--- src/rtl/if_fetch.sv ---
// Instruction fetch stage: PC ownership, single-outstanding imem fetch, registered
// decode handshake with a one-entry skid. Optional JAL pre-decode under JAL_PREDECODE_EN.
module if_fetch #(
    parameter logic [31:0] RESET_PC = 32'h0000_0000
) (
    input  logic        clk,
    input  logic        rst_n,
    output logic        imem_req,
    output logic [31:0] imem_addr,
    input  logic        imem_gnt,
    input  logic        imem_rvalid,
    input  logic [31:0] imem_rdata,
    input  logic        redirect_valid,
    input  logic [31:0] redirect_pc,
    output logic        id_valid,
    input  logic        id_ready,
    output logic [31:0] id_instr,
    output logic [31:0] id_pc,
    output logic        id_pred_taken,
    output logic [1:0]  dbg_state
);

    typedef enum logic [1:0] {
        S_REQ   = 2'd0,
        S_WAIT  = 2'd1,
        S_HOLD  = 2'd2,
        S_DRAIN = 2'd3
    } state_t;

    localparam logic [31:0] NOP = 32'h0000_0013;

    state_t      state;
    state_t      next_state;
    logic        req_q;
    logic [31:0] fetch_pc;

    logic        out_valid;
    logic [31:0] out_instr;
    logic [31:0] out_pc;
    logic        out_pred;

    logic        skid_valid;
    logic [31:0] skid_instr;
    logic [31:0] skid_pc;
    logic        skid_pred;

    logic        fire;
    logic        out_free;
    logic        load_out;
    logic        load_skid;
    logic        skid_to_out;
    logic        pc_from_resp;
    logic [31:0] next_pc;
    logic        resp_pred;

    // Handshakes: imem accepts a request when imem_req & imem_gnt in the same cycle;
    // decode takes an instruction when id_valid & id_ready in the same cycle, and the
    // id_* payload is held stable while id_valid & !id_ready.
    assign fire     = req_q & imem_gnt;
    assign out_free = !out_valid || id_ready;

`ifdef JAL_PREDECODE_EN
    logic        resp_is_jal;
    logic [31:0] jal_imm;

    assign resp_is_jal = (imem_rdata[6:0] == 7'b1101111);
    assign jal_imm     = {{11{imem_rdata[31]}}, imem_rdata[31], imem_rdata[19:12],
                          imem_rdata[20], imem_rdata[30:21], 1'b0};
    assign next_pc     = resp_is_jal ? (fetch_pc + jal_imm) : (fetch_pc + 32'd4);
    assign resp_pred   = resp_is_jal;
`else
    assign next_pc     = fetch_pc + 32'd4;
    assign resp_pred   = 1'b0;
`endif

    always_comb begin
        next_state   = state;
        load_out     = 1'b0;
        load_skid    = 1'b0;
        skid_to_out  = 1'b0;
        pc_from_resp = 1'b0;
        if (redirect_valid) begin
            // A fetch already granted must still have its response swallowed.
            case (state)
                S_REQ:   next_state = fire ? S_DRAIN : S_REQ;
                S_WAIT:  next_state = imem_rvalid ? S_REQ : S_DRAIN;
                S_HOLD:  next_state = S_REQ;
                S_DRAIN: next_state = imem_rvalid ? S_REQ : S_DRAIN;
                default: next_state = S_REQ;
            endcase
        end else begin
            case (state)
                S_REQ: begin
                    if (fire) next_state = S_WAIT;
                end
                S_WAIT: begin
                    if (imem_rvalid) begin
                        pc_from_resp = 1'b1;
                        if (out_free) begin
                            load_out   = 1'b1;
                            next_state = S_REQ;
                        end else begin
                            load_skid  = 1'b1;
                            next_state = S_HOLD;
                        end
                    end
                end
                S_HOLD: begin
                    if (id_ready && skid_valid) begin
                        skid_to_out = 1'b1;
                        next_state  = S_REQ;
                    end
                end
                S_DRAIN: begin
                    if (imem_rvalid) next_state = S_REQ;
                end
                default: next_state = S_REQ;
            endcase
        end
    end

    always_ff @(posedge clk or negedge rst_n) begin
        if (!rst_n) begin
            state <= S_REQ;
            req_q <= 1'b0;
        end else begin
            state <= next_state;
            req_q <= (next_state == S_REQ);
        end
    end

    always_ff @(posedge clk or negedge rst_n) begin
        if (!rst_n) begin
            fetch_pc   <= RESET_PC;
            out_valid  <= 1'b0;
            out_instr  <= NOP;
            out_pc     <= 32'h0;
            out_pred   <= 1'b0;
            skid_valid <= 1'b0;
            skid_instr <= NOP;
            skid_pc    <= 32'h0;
            skid_pred  <= 1'b0;
        end else if (redirect_valid) begin
            // Any transfer decode saw this cycle is void; drop everything held.
            fetch_pc   <= {redirect_pc[31:2], 2'b00};
            out_valid  <= 1'b0;
            skid_valid <= 1'b0;
        end else begin
            if (pc_from_resp) fetch_pc <= next_pc;

            if (load_out) begin
                out_valid <= 1'b1;
                out_instr <= imem_rdata;
                out_pc    <= fetch_pc;
                out_pred  <= resp_pred;
            end else if (skid_to_out) begin
                out_valid  <= 1'b1;
                out_instr  <= skid_instr;
                out_pc     <= skid_pc;
                out_pred   <= skid_pred;
                skid_valid <= 1'b0;
            end else if (out_valid && id_ready) begin
                out_valid <= 1'b0;
            end

            if (load_skid) begin
                skid_valid <= 1'b1;
                skid_instr <= imem_rdata;
                skid_pc    <= fetch_pc;
                skid_pred  <= resp_pred;
            end
        end
    end

    assign imem_req      = req_q;
    assign imem_addr     = fetch_pc;
    assign id_valid      = out_valid;
    assign id_instr      = out_instr;
    assign id_pc         = out_pc;
    assign id_pred_taken = out_pred;
    assign dbg_state     = state;

endmodule

--- config.mk ---
export PLATFORM = sky130hd
export DESIGN_NAME = if_fetch
export DESIGN_NICKNAME = d
export VERILOG_FILES = /design/src/rtl/if_fetch.sv
export SDC_FILE = /design/constraint.sdc
export NUM_CORES = 1
export LEC_CHECK = 0
export CORE_UTILIZATION = 45
export CTS_CLUSTER_SIZE = 16
export DETAILED_ROUTE_END_ITERATION = 10
export GPL_TIMING_DRIVEN = 0
export PLACE_DENSITY = 0.76
export SLEW_MARGIN = 10
export SYNTH_ARGS = -nofsm -noshare
export SYNTH_HDL_FRONTEND = slang
export SYNTH_SLANG_ARGS = --single-unit
--- constraint.sdc ---
create_clock -name clk -period 1.87 [get_ports clk]
set_input_delay 0.187 -clock clk [delete_from_list [all_inputs] [get_ports clk]]
set_output_delay 0.187 -clock clk [all_outputs]
set_load 0.05 [all_outputs]
==> results of run 1 <==
## final cells by class
type,count,area [um^2]
Clock buffer,18,439
Tap cell,211,264
Buffer,47,380
Inverter,6,22.5
Multi-Input combinational cell,426,2990
Fill cell,1149,4920
Timing Repair Buffer,210,2020
Clock inverter,14,260
Sequential cell,159,4020
## state kept, by name (all words and copies together) (netlist names)
register	count
skid_instr	32
imem_addr	30
dbg_state	2
id_pc	30
skid_valid	1
imem_req	1
id_instr	32
skid_pc	30
id_valid	1
## through the flow
stage / instance area, um^2 / instances / worst slack [ns]
after global routing: 10400 / 1091 / -0.228
after detailed placement: 9170 / 1016 / -1.11
after global placement: 9130 / 1015 / -6.02
final: 10400 / 1091 / -0.154
after CTS: 10200 / 1081 / -0.135
after floorplan: 7240 / 641 / -0.234
## per-layer routing
metal,up-vias,GRT usage (%)
met2,198,42.5
li1,2730,-
met5,-,0
met4,0,10.1
met1,2967,30.5
met3,47,5.26
## synth_stat cells
library cell / number
and4_1: 2
or3_1: 6
and2_1: 1
nand2b_1: 2
nor2b_1: 2
o31ai_1: 14
conb_1: 1
o211ai_1: 2
xnor2_1: 7
ha_1: 1
clkbuf_2: 1
nand3b_1: 1
nand4b_1: 1
and3b_1: 1
xor2_1: 3
nor4_1: 2
buf_6: 1
a32o_1: 1
dfstp_2: 6
buf_1: 6
or4_1: 18
inv_1: 6
nor3_1: 2
nor2_1: 81
nor4bb_1: 1
a21oi_1: 64
nand3_1: 8
mux2_2: 59
buf_2: 13
buf_4: 5
nand3_2: 1
nand4_1: 8
mux2i_1: 64
a31oi_1: 17
clkbuf_1: 24
o21ai_0: 20
dfrtp_1: 153
and3_1: 2
nand2_1: 29
or2_2: 1
## what timing repair did
item | CTS | global route
hold buffers | 1 | 0
hold endpoints to repair | 65 | 0
buffers inserted | 32 | 12
gates cloned | 1 | 0
setup endpoints to repair | 133 | 89
pin swaps | 10 | 7
gates resized for setup | 64 | 36
## critical path, delay by kind of cell (launching register included)
kind                   cells  cell delay (ns)
buffers and inverters      1             0.15
and+or+nand+nor            3             1.17
DFF                        1             0.43
AOI/OAI and AO/OA          1             0.19
## logic make-up (layout without fill, tap and decap cells)
group | Yosys count | after routing | synth area share (%)
and+or+nand+nor | 169 | 169 | 11.4
other | 1 | 5 | 0.0527
xor gates and xnor gates | 10 | 10 | 1.23
muxes | 123 | 123 | 18.3
adders and majority gates | 1 | 1 | 0.176
buffers and inverters | 56 | 295 | 3.57
AOI/OAI and AO/OA | 118 | 118 | 9.23
DFF | 159 | 159 | 56.0
## placed cells by master (no fill, tap or decap), drive strengths merged, types with 2 or more instances in the layout
master         instances
and4                   2
o31ai                 14
o21ai                 20
bufinv                 7
a31oi                 17
nand2b                 2
clkbuf                35
mux2                  59
xor2                   3
or4                   18
mux2i                 64
nand2                 29
o211ai                 2
nor2b                  2
xnor2                  7
clkinv                 6
and3                   2
conb                   5
dlymetal6s2s           4
dlygate4sd2           26
nand4                  8
nor4                   2
dfstp                  6
or3                    6
nand3                  9
inv                    7
a21oi                 64
nor3                   2
nor2                  81
buf                   78
clkdlybuf4s50        130
dfrtp                153
## how the worst max path moves through the flow
stage,startpoint,endpoint,slack (ns),depth (start not counted)
floorplan,imem_addr[2]$_DFFE_PN0N_,imem_addr[22]$_DFFE_PN0N_,-0.23,6
global placement,rst_n,imem_addr[2]$_DFFE_PN0N_,-6.02,1
detailed placement,redirect_valid,id_pc[16]$_DFFE_PN0P_,-1.11,7
CTS,imem_addr[3]$_DFFE_PN0N_,imem_addr[22]$_DFFE_PN0N_,-0.13,6
global route,dbg_state[1]$_DFF_PN0_,imem_addr[31]$_DFFE_PN0N_,-0.23,5
finish,dbg_state[1]$_DFF_PN0_,imem_addr[31]$_DFFE_PN0N_,-0.15,5
## power by group through the flow
stage | combinational, mW | clock, mW | sequential (mW)
after floorplan | 1.35 | 0 | 7.79
after global placement | 6.07 | 0 | 5.20
after detailed placement | 6.19 | 0 | 5.26
after CTS | 6.33 | 4.14 | 5.17
after global routing | 6.68 | 4.28 | 5.28
final | 6.36 | 4.09 | 5.17
==> run metrics, run 1 <==
status finished with violations; failing checks negative setup slack; CTS tree yes; io pins 171; Static Leak 4.47 nW; Hold WS 0.291 ns; register area share after synthesis 56.0%; dpl hpwl 13.2 mm; worst relative slew slack 62.7%; vias in the first global route 6,165; clock power share 26.2%; cells on worst reg2reg path 5; final WL 19.9 mm; global-route wire length before repair 31.1 mm; share of layout cells above drive strength 1 25.3%; Setup Viol. Count Final 16; WL met1 8.47 mm; DR top layer met4; gr usage total 24.8%; total net switching power 6.14 mW; r2r endpoint imem_addr[31]$_DFFE_PN0N_; met3 routed wirelength 980 um; Syn. warnings 0; post-synth top area cell dfrtp_1; initial antenna violation count 0; logic gate share of total power 40.7%; final net count 938; Tot Pwr 15.6 mW; crit path time final 2.02 ns; Synth Register Bits 159; Final Hold Violating Endpoints 0; r2r setup slk -0.15 ns; Unique masters post-synth 40; Placer Congestion 0.802; DRC 0; Port-buffer cells 163; die footprint 16,300 um^2; top post-synthesis cells by area dfrtp_1, mux2_2, mux2i_1; total negative slack -1.47 ns; vias per cell 5.45; CTS Buf Count 17; H-tree Lvls 4; max_cap viols 0; Worst Tran Pin Value 0.558 ns; RSZ-0062 raised after global routing yes; vias 5,942; deepest clock path buffer count 2; largest net degree at the start of global routing 95; PD cells 1500 nW/um^2; WP data required 2.22 ns; top cell type's share of synthesized area 53.8%; Post-Syn Area 7120 um^2; length of routed met2 wiring 10.0 mm; CP Capture Type register; DRT antenna net count 0; Final Worst Setup Slack -0.154 ns; CP Cell Sequence nand3b_1 > or4_4 > buf_8 > or4_1 > a31oi_1; Row Count 45; Pre-antenna DRT Iters 5; ant diodes 0; peak supply drop 0.921 mV; Critical Path Start Type register; R2R Path Start dbg_state[1]$_DFF_PN0_; final slew viol count 0; mean post-synth cell area 11.2 um^2; WS Path Type reg -> reg; clock sink total 159; Core Region 15,300 um^2; Crit Path Max Fanout 7; share of power burned in registers 33.1%; Die Span X 128 um; maximum clock rate 0.494 GHz; Mapped Cells 637; Starting Density 46.5%; Iter 0 DRT Violations 395; DR WL/cell 18.2 um; internal power 9.48 mW; GRT overflow 0; chip height 128 um; Worst Hold Class in -> async; clock root buffer clkbuf_16; clk_lat worst skew 0.43 ns; Worst EP arrival 2.38 ns; period utilization 108%; final core utilization 67.9%; sw frac 39.3%; Worst path max stage delay 0.48 ns; CP max-delay cell or4_1; Layout Skew 0.00680 ns; Area Growth Syn to Fin 46.1%; clock slew at reported path FFs 0.06 ns
Power figures use the tool's default switching activity.
==> inputs of run 2 (changes only) <==
- CTS_BUF_LIST: default -> sky130_fd_sc_hd__clkbuf_16
- GPL_TIMING_DRIVEN: 0 -> default
- SKIP_LAST_GASP: default -> 1
==> run metrics, run 2 (synthesized netlist as in run 1, its figures left out) <==
Hold WS 0.282 ns (-0.00989 ns); CTS Buf Count 17 (unchanged); Critical Path Start Type register; Pre-antenna DRT Iters 5 (unchanged); most common cell after layout, fill and taps aside dfrtp_1; max_cap viols 0 (unchanged); DRT antenna net count 0 (unchanged); period utilization 111% (+3.2 points); clock slew at reported path FFs 0.06 ns (about the same); GRT overflow 0 (unchanged); Port-buffer cells 163 (unchanged); Iter 0 DRT Violations 315 (-20%); cell family with most CP delay simple AND/OR/NAND/NOR gates; vias per cell 5.35 (-1.7%); worst relative slew slack 62.5% (-0.19 points); Crit Path Max Fanout 7 (unchanged); largest net degree at the start of global routing 53 (-44%); Worst Hold Class in -> async; deepest clock path buffer count 2 (unchanged); Worst Tran Pin Value 0.561 ns (+0.00277 ns); Worst path max stage delay 0.69 ns (+0.21 ns); PD cells 1470 nW/um^2 (-1.9%); share of layout cells above drive strength 1 25.3% (about the same); gr usage total 23.7% (-1.1 points); total negative slack -1.46 ns (+0.0123 ns); Starting Density 46.5% (unchanged); Final Worst Setup Slack -0.214 ns (-0.0601 ns); vias in the first global route 5,896 (-4.4%); final WL 18.9 mm (-5.2%); Setup Viol. Count Final 11 (-5); DR WL/cell 17.7 um (-3.2%); final cell count without fillers 1,068 (-2.1%); commonest non-fill, non-tap cells in the layout dfrtp_1, clkdlybuf4s50_1, nor2_1; final net count 915 (-2.5%); Die Span X 128 um (unchanged); Area Growth Syn to Fin 43.1%; DRC 0 (unchanged); chip height 128 um (unchanged); io pins 171 (unchanged); CP Capture Type register; Final Hold Violating Endpoints 0 (unchanged); ant diodes 0 (unchanged); clock root buffer clkbuf_16; failing checks negative setup slack; clock sink total 159 (unchanged); r2r setup slk -0.21 ns (-0.06 ns); initial antenna violation count 0 (unchanged); crit path time final 2.08 ns (+0.0601 ns); Core Region 15,300 um^2 (unchanged); maximum clock rate 0.480 GHz (-2.9%); die footprint 16,300 um^2 (unchanged); Worst EP arrival 2.41 ns (+0.03 ns); clk_lat worst skew 0.42 ns (about the same); peak supply drop 0.918 mV (-0.40%); WS Path Type reg -> reg; Static Leak 4.33 nW (-3.1%); Layout Skew 0.00437 ns (-0.00244 ns); dpl hpwl 13.0 mm (-1.5%); WP data required 2.20 ns (-0.02 ns); Row Count 45 (unchanged); Filler cells 1,190 (+3.6%); Buf/Inv on CP 1 (unchanged); H-tree Lvls 4 (unchanged); status finished with violations; dpl cells 1,029 (+1.3%); CTS tree yes; RSZ-0062 raised after global routing yes; CP Cell Sequence nand4_1 > or4_4 > buf_6 > or3_4 > a31oi_1; final slew viol count 0 (unchanged); global-route wire length before repair 29.9 mm (-3.6%); CP max-delay cell or4_4; Placer Congestion 0.791 (-1.3%); vias 5,718 (-3.8%)
-- run 2: cell types whose count changed in the layout (fill, tap and decap cells not counted), moves of 4 or more --
cell and change:
buf_12 +12, buf_2 -6, buf_4 +6, buf_6 -5, buf_8 -6, clkbuf_1 -11
clkdlybuf4s50_1 -4, dlymetal6s2s_1 -4, or4_4 +4
-- run 2: layout make-up --
type	count	area [um^2]	area share [%]
repair buffers	232	2270	22.3
clock buffers	17	425	4.18
flip-flops and latches	159	4020	39.4
multi-input cells	428	3000	29.5
well taps	211	264	2.59
inverters	6	22.5	0.221
clock inverters	15	176	1.73
-- run 2: through the flow --
stage / power, mW / util [%] / worst slack [ns] / instance area, um^2
3_5_place_dp: 11.5 / 62.0 / -0.422 / 9490
3_3_place_gp: 11.3 / 62.0 / -0.332 / 9490
2_1_floorplan: 9.14 / - / -0.234 / 7240
6_report: 15.0 / 66.5 / -0.214 / 10200
5_1_grt: 15.6 / 66.5 / -0.276 / 10200
4_1_cts: 15.1 / 66.0 / -0.142 / 10100
-- run 2: layer usage --
metal	vias up	GRT usage [%]	share of wire, %
met3	29	4.22	4.5
met1	2826	30.2	42
met5	-	0	0
met4	0	9.83	2.1
li1	2673	-	-
met2	190	40.0	51
-- run 2: power by group --
group	total [mW]	internal, mW	switching, mW
sequential	5.13	4.51	0.616
combinational	6.34	2.26	4.07
clock	3.54	2.20	1.34
total	15.0	8.98	6.03
-- run 2: repair_timing --
item | 4_1_cts | 5_1_grt
resized for setup | 32 | 16
pin swaps | 3 | 21
endpoints found under the setup margin | 42 | 19
hold buffers | 1 | 0
setup buffers | 3 | 3
hold endpoints to repair | 47 | 0
cloned | 0 | 2
-- run 2: worst register-to-register path, stage by stage (launching register included) --
cell	delay (ns)
dfrtp_2	0.37
nand4_1	0.27
or4_4	0.69
buf_6	0.16
or3_4	0.32
a31oi_1	0.19
-- run 2: path summary, 6_finish.rpt --
kind	start	to	cells past startpoint
max in group asynchronous	rst_n	skid_instr[0]$_DFFE_PN1P_	3
min reg2reg	skid_instr[18]$_DFFE_PN0P_	skid_instr[18]$_DFFE_PN0P_	1
min in group clk	redirect_pc[4]	imem_addr[4]$_DFFE_PN0N_	3
min	rst_n	skid_pc[20]$_DFFE_PN0P_	2
max	imem_addr[18]$_DFFE_PN0N_	imem_addr[23]$_DFFE_PN0N_	5
max reg2reg	imem_addr[18]$_DFFE_PN0N_	imem_addr[23]$_DFFE_PN0N_	5
